<file path="src/rtl/instr_reg_reader.sv">
// rtl/instr_reg_reader.sv - read-side sequencer for the 32-entry instruction register
// Walks read_pointer in INC/DEC/RAND order and streams each word over valid/ready.
module instr_reg_reader #(
   parameter int NUM_ENTRIES = 32
) (
   input  logic                clk,
   input  logic                reset,
   input  logic                start,
   input  logic [3:0]          order,
   input  logic [4:0]          first_addr,
   input  logic [5:0]          count,
   output logic [4:0]          read_pointer,
   input  logic [131:0]        instruction_word,
   output logic                out_valid,
   input  logic                out_ready,
   output logic [3:0]          out_opc,
   output logic signed [31:0]  out_op_a,
   output logic signed [31:0]  out_op_b,
   output logic signed [63:0]  out_result,
   output logic [4:0]          out_addr,
   output logic                busy,
   output logic                done
);

   typedef enum logic [1:0] {IDLE, FETCH, HOLD, FINISH} state_t;
   typedef enum logic [1:0] {MODE_INC, MODE_RAND, MODE_DEC} mode_t;

   localparam logic [5:0] MAX_COUNT = 6'(NUM_ENTRIES);

   state_t     state;
   state_t     next_state;
   mode_t      mode;
   mode_t      start_mode;
   logic [5:0] remaining;
   logic [5:0] start_count;
   logic       handshake;

   // 5*a+3 is a full-period LCG mod 32, so RAND visits every entry once per 32 reads
   function automatic logic [4:0] next_addr(input logic [4:0] a, input mode_t m);
      logic [4:0] r;
      case (m)
         MODE_DEC:  r = a - 5'd1;
         MODE_RAND: r = (a << 2) + a + 5'd3;
         default:   r = a + 5'd1;
      endcase
      return r;
   endfunction

   assign handshake   = out_valid && out_ready;
   assign start_count = (count > MAX_COUNT) ? MAX_COUNT : count;

   always_comb begin
      case (order)
         4'd1:    start_mode = MODE_RAND;
         4'd2:    start_mode = MODE_DEC;
         default: start_mode = MODE_INC;
      endcase
   end

   always_ff @(posedge clk) begin
      if (reset) begin
         state <= IDLE;
      end else begin
         state <= next_state;
      end
   end

   always_comb begin
      next_state = state;
      case (state)
         IDLE: begin
            if (start) begin
               next_state = (start_count == 6'd0) ? FINISH : FETCH;
            end
         end
         FETCH: next_state = HOLD;
         HOLD: begin
            if (handshake) begin
               next_state = (remaining == 6'd1) ? FINISH : FETCH;
            end
         end
         FINISH: next_state = IDLE;
         default: next_state = IDLE;
      endcase
   end

   always_comb begin
      busy = (state != IDLE);
   end

   always_ff @(posedge clk) begin
      if (reset) begin
         mode         <= MODE_INC;
         remaining    <= 6'd0;
         read_pointer <= 5'd0;
         out_valid    <= 1'b0;
         out_opc      <= 4'd0;
         out_op_a     <= 32'sd0;
         out_op_b     <= 32'sd0;
         out_result   <= 64'sd0;
         out_addr     <= 5'd0;
         done         <= 1'b0;
      end else begin
         done <= 1'b0;
         case (state)
            IDLE: begin
               if (start) begin
                  mode         <= start_mode;
                  remaining    <= start_count;
                  read_pointer <= first_addr;
               end
            end
            FETCH: begin
               out_opc    <= instruction_word[131:128];
               out_op_a   <= instruction_word[127:96];
               out_op_b   <= instruction_word[95:64];
               out_result <= instruction_word[63:0];
               out_addr   <= read_pointer;
               out_valid  <= 1'b1;
            end
            HOLD: begin
               if (handshake) begin
                  out_valid <= 1'b0;
                  remaining <= remaining - 6'd1;
                  if (remaining != 6'd1) begin
                     read_pointer <= next_addr(read_pointer, mode);
                  end
               end
            end
            FINISH: done <= 1'b1;
            default: ;
         endcase
      end
   end

endmodule

</file>
<file path="config.mk">
export PLATFORM = sky130hd
export DESIGN_NAME = instr_reg_reader
export DESIGN_NICKNAME = d
export VERILOG_FILES = /design/src/rtl/instr_reg_reader.sv
export SDC_FILE = /design/constraint.sdc
export NUM_CORES = 1
export LEC_CHECK = 0
export ABC_AREA = 1
export BUFFER_PORTS_ARGS = -buffer_cell sky130_fd_sc_hd__buf_2
export CORE_AREA = 2 2 116 118
export CTS_CLUSTER_DIAMETER = 40
export DETAILED_ROUTE_END_ITERATION = 16
export DIE_AREA = 0 0 118 120
export PLACE_DENSITY_LB_ADDON = 0.15
export SLEW_MARGIN = 20
export SYNTH_ARGS = -nofsm -noshare
export SYNTH_HDL_FRONTEND = slang
export SYNTH_SLANG_ARGS = --single-unit
</file>
<file path="constraint.sdc">
create_clock -name clk -period 2.88 [get_ports clk]
set_clock_uncertainty 0.15 [all_clocks]
set_input_delay 0.288 -clock clk [delete_from_list [all_inputs] [get_ports clk]]
set_output_delay 0.288 -clock clk [all_outputs]
set_load 0.03 [all_outputs]
</file>
Word level (Yosys, flattened, before mapping)
Index checks and enable logic that the tools add are counted.

Output and inout bits: 145. Register bits after elaboration: 154.

Reduce and logical (&&, ||, !) cells: 11. Add/sub/neg operators: 5. Magnitude comparators: 1. Eq/ne operators: 12. Mux-type cells: 18.

Operators by type and width (number): one-hot mux 5 bit (2 select lines) (2); 2-to-1 mux 6 bit (3); 2-to-1 mux 5 bit (3); one-hot mux 6 bit (2 select lines) (1); 2-to-1 mux 2 bit (4); one-hot mux 2 bit (4 select lines) (1); equality test 2 bit (second input constant) (3); equality test 6 x 1 -> 1 bit (second input constant) (1); > comparator 6 bit (second input constant) (1); zero test 6 bit (1); inequality test 2 bit (second input constant) (3); inequality test 6 x 1 -> 1 bit (second input constant) (1); AND reduction 2 bit (3); nonzero test 2 bit (3); subtractor 6 x 1 -> 6 bit (second input constant) (1); adder 5 x 1 -> 5 bit (second input constant) (1); adder 5 x 2 -> 5 bit (second input constant) (1); adder 5 bit (1); subtractor 5 x 1 -> 5 bit (second input constant) (1); equality test 2 x 1 -> 1 bit (second input constant) (2); equality test 4 x 1 -> 1 bit (second input constant) (1); equality test 4 x 2 -> 1 bit (second input constant) (1); one-hot mux 2 bit (2 select lines) (1); AND reduction 4 bit (1); 5 further kinds (6).

Depth between registers and ports, before layout
Gate-level depths: netlist of run 1.

Word-level depth: 6. Mapped depth: 15.

Worst setup path before layout of run 1
No wires, ideal clock.

Path kind: register to register. Start: register read_pointer[0]. End: register read_pointer[3]. Stages on the path, launching flop included: 10. Path buffers: 0. Arrival: 1.483 ns. Path slack: 1.112 ns. Cells stage by stage: dfxtp_1 > ha_1 > o21ai_0 > nand2_1 > o21ai_0 > a21oi_1 > nor2_1 > nand2_1 > nand2_1 > a21oi_1.

Longest elaborated chain between the ends: 6. Elaborated cells between the ends (all ways): 8. Classes of those cells: add/sub: 4; mux: 4.

Ends and longest elaborated chain: start: declaration (RTL line 12) `output logic [4:0] read_pointer,`; start signal: assignment (RTL line 110) `read_pointer <= first_addr;`; start signal: assignment (RTL line 126) `read_pointer <= next_addr(read_pointer, mode);`; adder 5 bit (RTL line 43) `MODE_RAND: r = (a << 2) + a + 5'd3;`; adder 5 x 2 -> 5 bit (RTL line 43); one-hot mux 5 bit (2 select lines) (*) (RTL line 41) `case (m)`; 2-to-1 mux 5 bit (*) (RTL line 125) `if (remaining != 6'd1) begin`; 2-to-1 mux 5 bit (*) (RTL line 122) `if (handshake) begin`; one-hot mux 5 bit (2 select lines) (*) (RTL line 105) `case (state)`.

Mark *: on every way between the ends. The rest lies on a longest branch, timed or not. The select of a mux whose other input is x is not followed. A chain may end at the register's enable or synchronous reset.

Worst setup path in the final report of run 1
Start: register state[1]. End: register read_pointer[1].

Longest elaborated chain between the ends: 3. Elaborated cells between the ends (all ways): 8. Classes of those cells: eq/ne: 4; mux: 1; reduce/logical: 3.

Ends and longest elaborated chain: start: declaration (RTL line 30) `state_t state;`; start signal: assignment (RTL line 64) `state <= next_state;`; equality test 2 bit / zero test 2 bit (equally long branches) (RTL line 105); inequality test 2 bit (no line) / nonzero test 2 bit (equally long branches); AND reduction 4 bit (no line).

Parallel ways exist; a longest one is shown, timed or not.

==> results of run 1 <==
-- layout make-up --
cell class / count / area, um2
sequential: 154 / 3080
timing repair buffer: 435 / 2900
multi-input combinational: 543 / 2460
fill: 998 / 3620
tap: 176 / 220
clock buffer: 26 / 499
clock inverter: 6 / 62.6
inverter: 35 / 134
-- per-layer routing --
layer  vias up  GRT usage [%]  part of all wire [%]
li1       3332              -                     -
met1      3039           30.4                    39
met2       326           47.2                    49
met3        69           7.89                   7.6
met4         0           14.2                   4.1
met5         -              0                     0
-- how the worst max path moves through the flow --
stage                    startpoint         endpoint  slack, ps  depth (start not counted)
floorplan           read_pointer[0]  read_pointer[3]       1110                          9
global placement           state[1]  read_pointer[0]       1090                          9
detailed placement         state[1]  read_pointer[1]       1050                          9
CTS                        state[1]  read_pointer[1]       1050                          9
global route               state[1]  read_pointer[0]        840                          9
finish                     state[1]  read_pointer[1]       1050                          9
-- report_power, final --
| group | total, mW | switching, mW | internal, mW |
|---|---|---|---|
| Clock | 2.14 | 0.855 | 1.28 |
| Sequential | 3.10 | 0.350 | 2.75 |
| Combinational | 3.73 | 2.62 | 1.11 |
| Total | 8.96 | 3.83 | 5.13 |
-- per-stage QoR --
stage | power [mW] | worst slack [ps]
6_report | 8.96 | 1050
5_1_grt | 9.50 | 838
4_1_cts | 8.92 | 1050
2_1_floorplan | 5.60 | 1110
3_3_place_gp | 6.62 | 1090
3_5_place_dp | 6.63 | 1050
-- synthesized netlist by cell type --
cell type	number
nor2_1	285
buf_4	1
o211ai_1	3
nor2_4	3
nand3_2	1
dfxtp_1	154
a32o_1	1
nand3_1	14
inv_2	7
o21ai_1	18
buf_2	17
clkbuf_1	28
nand2_2	2
nand4_1	2
xor2_1	2
o21ai_0	139
nor3_1	2
xnor2_1	2
nand2_1	33
a31oi_1	1
ha_1	6
inv_1	28
a21oi_1	25
nand2_4	1
nor3_4	1
a221oi_2	2
-- registers in the layout, indices dropped and copies added (netlist names) --
register,flops
out_valid,1
read_pointer,5
out_addr,5
mode,2
out_op_a,32
out_opc,4
remaining,6
state,2
done,1
out_op_b,32
out_result,64
-- what timing repair did --
item                                   in CTS  in global routing
setup endpoints to repair                   0                  0
endpoints found under the hold margin     135                  0
resized for setup                           0                  0
hold buffers                              135                  0
-- logic make-up after synthesis --
| family | after synthesis | synth area share (%) |
|---|---|---|
| compound gates | 189 | 16.7 |
| xor+xnor | 4 | 0.597 |
| fa+ha+maj | 6 | 1.28 |
| buf+inv | 81 | 5.60 |
| flops | 154 | 52.5 |
| simple gates | 344 | 23.3 |
-- worst register-to-register path: cells and delay by family (launching register included) --
family / cells / cell delay, ps
compound gates: 2 / 160
simple gates: 4 / 680
buf+inv: 3 / 310
flops: 1 / 420
==> results.py, run 1 <==
metrics = {
    "clock_network": {
        "numCtsBuffers": 17,
        "clk_latency_ps": 420,
        "cts.clk_slew.worst_paths_ps": 60,
        "clock_sinks": 154,
        "clock_path_buffers": 2,
        "cts_tree": "done",
        "h-tree-depth": 4,
        "post_cts_buffers": 0,
        "root_buffer": "clkbuf_16",
    },
    "sta": {
        "drv_slew": 0,
        "final.setup.tns_ps": 0,
        "whs_ps": 23.0,
        "relSlewSlack_pct": 61.4,
        "clock.fmax_mhz": 545,
        "hold_viol": 0,
        "fin_crit_ps": 1830,
        "setup_viol": 0,
        "finalCritPeriodShare_pct": 63.7,
        "rsz0062_at_grt": "no",
        "worst_pin_slew_ps": 579,
    },
    "outcome": {
        "outcome": "finished, final reports clean",
    },
    "grt": {
        "gr-total-overflow": 0,
        "grt_pass1_wl_mm": 31.2,
        "grt_pass1_vias": 6478,
        "grt_start_max_net_pins": 143,
        "antenna_found_initial": 0,
        "grt.total_usage_pct": 27.2,
    },
    "yosys": {
        "avgSynthCellArea_um2": 7.55,
        "seq_area_frac_synth_pct": 52.5,
        "yosys_register_bits": 154,
        "syn-cell-area_mm2": 0.00587,
        "synth.yosys.warnings": 0,
        "synth_area_leaders": "dfxtp_1 (53%), nor2_1 (18%), o21ai_0 (12%)",
        "yosysTopAreaCell": "dfxtp_1",
        "mappedNetlistNets": 935,
        "yosysTopAreaCellShare_pct": 52.5,
        "netlist_instances": 778,
        "synth_cell_types": 26,
    },
    "floorplanning": {
        "die-area_mm2": 0.0142,
        "initial_core_util_pct": 45.2,
        "die_w_um": 118,
        "die_y_um": 120,
        "core_area_mm2": 0.0130,
        "pin_count": 296,
        "num_rows": 42,
    },
    "setup_path": {
        "critPathMaxFanout": 14,
        "crit_required_ps": 3040,
        "reg2reg_depth": 9,
        "path_class": "reg -> reg",
        "worstSetupEndpointType": "flop",
        "reg2reg_slack_ps": 1050,
        "r2r_start": "state[1]",
        "timing.rr.end": "read_pointer[1]",
        "path_buf_inv": 3,
        "cpMostUsedCell": "inv_2",
        "path_delay_family": "simple AND/OR/NAND/NOR gates",
        "cpPeakStageDelay_ps": 420,
        "startpoint_type": "flop",
        "slowest_stage": "dfxtp_1",
        "cp.arrival_ps": 1990,
        "crit_chain": "inv_2 -> nor2_4 -> inv_2 -> nor3_4 -> nand3_2 -> nand2_4 -> inv_2 -> o21ai_1 -> a31oi_1",
    },
    "worst_hold_path": {
        "hp-start": "order[0]",
        "hold-path-endpoint": "mode[1]",
        "hold_depth": 4,
        "hp-class": "in -> reg",
    },
    "power_and_ir_drop": {
        "p_per_area_mw_per_mm2": 957,
        "cellLeakagePower_nw": 4.75,
        "peakVddDrop_mv": 0.539,
    },
    "job": {
        "drv_cap": 0,
    },
    "drt": {
        "via_per_inst": 4.92,
        "drtAntennaViolNets": 0,
        "drc": 0,
        "drt_wl_total_mm": 19.6,
        "drt_iter0_markers": 567,
        "drt_pre_antenna_iters": 5,
        "via_count": 6766,
        "wl_per_cell_um": 14.3,
    },
    "placement": {
        "gp_congestion": 0.790,
        "io_buffer_count": 295,
        "place_inst": 1208,
        "dp_hpwl_mm": 11.2,
        "place_area_mm2": 0.00745,
    },
    "final_layout": {
        "layout.cells.non_filler": 1375,
        "drive_above_1_share_pct": 28.7,
        "area_growth_pct": 59.4,
        "diodes": 0,
        "fin_area_mm2": 0.00936,
        "utilization_pct": 72.1,
        "nNetsFinal": 1343,
        "layout_commonest_cell": "buf_2",
        "mostFrequentLayoutCells": "buf_2 (295), nor2_1 (285), dfxtp_1 (154), o21ai_0 (139), dlygate4sd3_1 (135)",
    },
}
No activity file was read; power rests on OpenSTA's default activity.
==> run 2: changes to the inputs <==
- CORE_AREA: 2 2 116 118 -> default
- CORE_MARGIN: default -> 2
- CORE_UTILIZATION: default -> 46
- DIE_AREA: 0 0 118 120 -> default
- clock period: 2.88 -> 1.7 ns (I/O delays scaled with it)
==> run 2 against run 1 <==
  * Utilization increased by 5.9 points
  * Critical path depth fell by 6
  * Final area up 4.3%
  * Worst hold slack gained 6.0 ps
  * Routed wire length rose by 4.9%
  * Clock power up 74%
  * Non-clock buffer count grew 28
==> results.py, run 2 (synthesis gave the netlist of run 1 again) <==
metrics = {
    "clock_network": {
        "numCtsBuffers": 17,
        "h-tree-depth": 4,
        "clock_path_buffers": 2,
        "clk_latency_ps": 410,
        "cts.clk_slew.worst_paths_ps": 60,
        "root_buffer": "clkbuf_16",
        "cts_tree": "done",
        "clock_sinks": 154,
    },
    "sta": {
        "finalCritPeriodShare_pct": 95.8,
        "relSlewSlack_pct": 79.9,
        "drv_slew": 0,
        "clock.fmax_mhz": 614,
        "fin_crit_ps": 1630,
        "worst_pin_slew_ps": 301,
        "fin_ws_ps": 71.3,
        "whs_ps": 29.0,
        "hold_viol": 0,
        "setup_viol": 0,
    },
    "setup_path": {
        "slowest_stage": "dfxtp_1",
        "crit_required_ps": 1380,
        "critPathMaxFanout": 4,
        "path_class": "reg -> out",
        "cpPeakStageDelay_ps": 480,
        "startpoint_type": "flop",
        "crit_chain": "nor2_1 -> inv_1 -> buf_2",
        "reg2reg_depth": 6,
        "worstSetupEndpointType": "primary output",
        "reg2reg_slack_ps": 80,
        "cp.arrival_ps": 1310,
    },
    "floorplanning": {
        "die_y_um": 117,
        "pin_count": 296,
        "initial_core_util_pct": 46.9,
        "die-area_mm2": 0.0137,
        "core_area_mm2": 0.0125,
        "num_rows": 41,
        "die_w_um": 117,
    },
    "outcome": {
        "outcome": "finished, final reports clean",
    },
    "grt": {
        "grt_pass1_wl_mm": 30.5,
        "gr-total-overflow": 0,
        "antenna_found_initial": 0,
        "grt_start_max_net_pins": 80,
        "grt_pass1_vias": 6585,
        "grt.total_usage_pct": 28.4,
    },
    "worst_hold_path": {
        "hold_depth": 4,
        "hp-class": "in -> reg",
    },
    "power_and_ir_drop": {
        "power_mw": 15.9,
        "p_per_area_mw_per_mm2": 1630,
        "peakVddDrop_mv": 0.904,
        "cellLeakagePower_nw": 4.92,
    },
    "drt": {
        "drt_wl_total_mm": 20.6,
        "drt_pre_antenna_iters": 6,
        "via_per_inst": 4.94,
        "drc": 0,
        "via_count": 6900,
        "drt_iter0_markers": 457,
        "drtAntennaViolNets": 0,
        "wl_per_cell_um": 14.7,
    },
    "placement": {
        "gp_congestion": 0.872,
        "place_ws_ps": 62.6,
        "io_buffer_count": 295,
        "dp_hpwl_mm": 11.8,
    },
    "final_layout": {
        "largestRegisters": "out_result x64, out_op_a x32, out_op_b x32",
        "top_register": "out_result",
        "drive_above_1_share_pct": 31.6,
        "area_growth_pct": 66.3,
        "largest_register_ffs": 64,
        "mostFrequentLayoutCells": "buf_2 (295), nor2_1 (283), dfxtp_1 (147), dlygate4sd3_1 (144), o21ai_0 (137)",
        "fillers": 853,
        "layout_commonest_cell": "buf_2",
        "nNetsFinal": 1371,
        "diodes": 0,
    },
    "job": {
        "drv_cap": 0,
    },
}
run 2: timing repair:
item | in CTS | in global routing
hold endpoints to repair | 146 | 0
setup endpoints to repair | 0 | 6
hold buffers | 144 | 0
resized for setup | 0 | 30
buffers inserted | 0 | 5
run 2: worst paths after layout:
path                  end         start
max reg2reg  out_op_b[13]      state[0]
max                  busy      state[0]
min          remaining[2]      count[2]
min reg2reg  out_op_a[25]  out_op_a[25]
run 2: power breakdown:
| group | switching [mW] | internal [mW] | leakage [nW] |
|---|---|---|---|
| clock network | 1.43 | 2.30 | 0.285 |
| registers | 0.613 | 4.67 | 1.27 |
| logic | 4.65 | 2.20 | 3.36 |
| total | 6.69 | 9.17 | 4.92 |
run 2: final cells by class:
type                       count  area [um2]  area share, %
multi-input combinational    543        2530           25.9
clock buffer                  23         488           5.00
tap                          172         215           2.20
timing repair buffer         463        3200           32.8
clock inverter                 7        91.3          0.936
sequential                   154        3100           31.7
inverter                      35         139           1.42
run 2: critical path, delay by kind of cell (launching register included):
| family | cells | cell delay [ps] |
|---|---|---|
| buffers and inverters | 2 | 320 |
| flip-flops | 1 | 480 |
| AND/OR/NAND/NOR | 1 | 100 |
run 2: metrics by stage:
step | cell area [um2] | util (%) | std cells | TNS, ps
2_1_floorplan | 5880 | - | 778 | 0
3_3_place_gp | 7620 | 60.8 | 1218 | 0
3_5_place_dp | 7620 | 60.8 | 1218 | 0
4_1_cts | 9640 | 77.0 | 1392 | 0
5_1_grt | 9760 | 78.0 | 1397 | -57.5
6_report | 9760 | 78.0 | 1397 | 0
run 2: per-layer routing:
| metal | GRT usage (%) | wire length, um | vias up |
|---|---|---|---|
| li1 | - | - | 3384 |
| met1 | 32.2 | 8160 | 3138 |
| met2 | 48.2 | 10100 | 313 |
| met3 | 8.50 | 1530 | 65 |
| met4 | 14.9 | 814 | 0 |
| met5 | 0 | 0 | - |
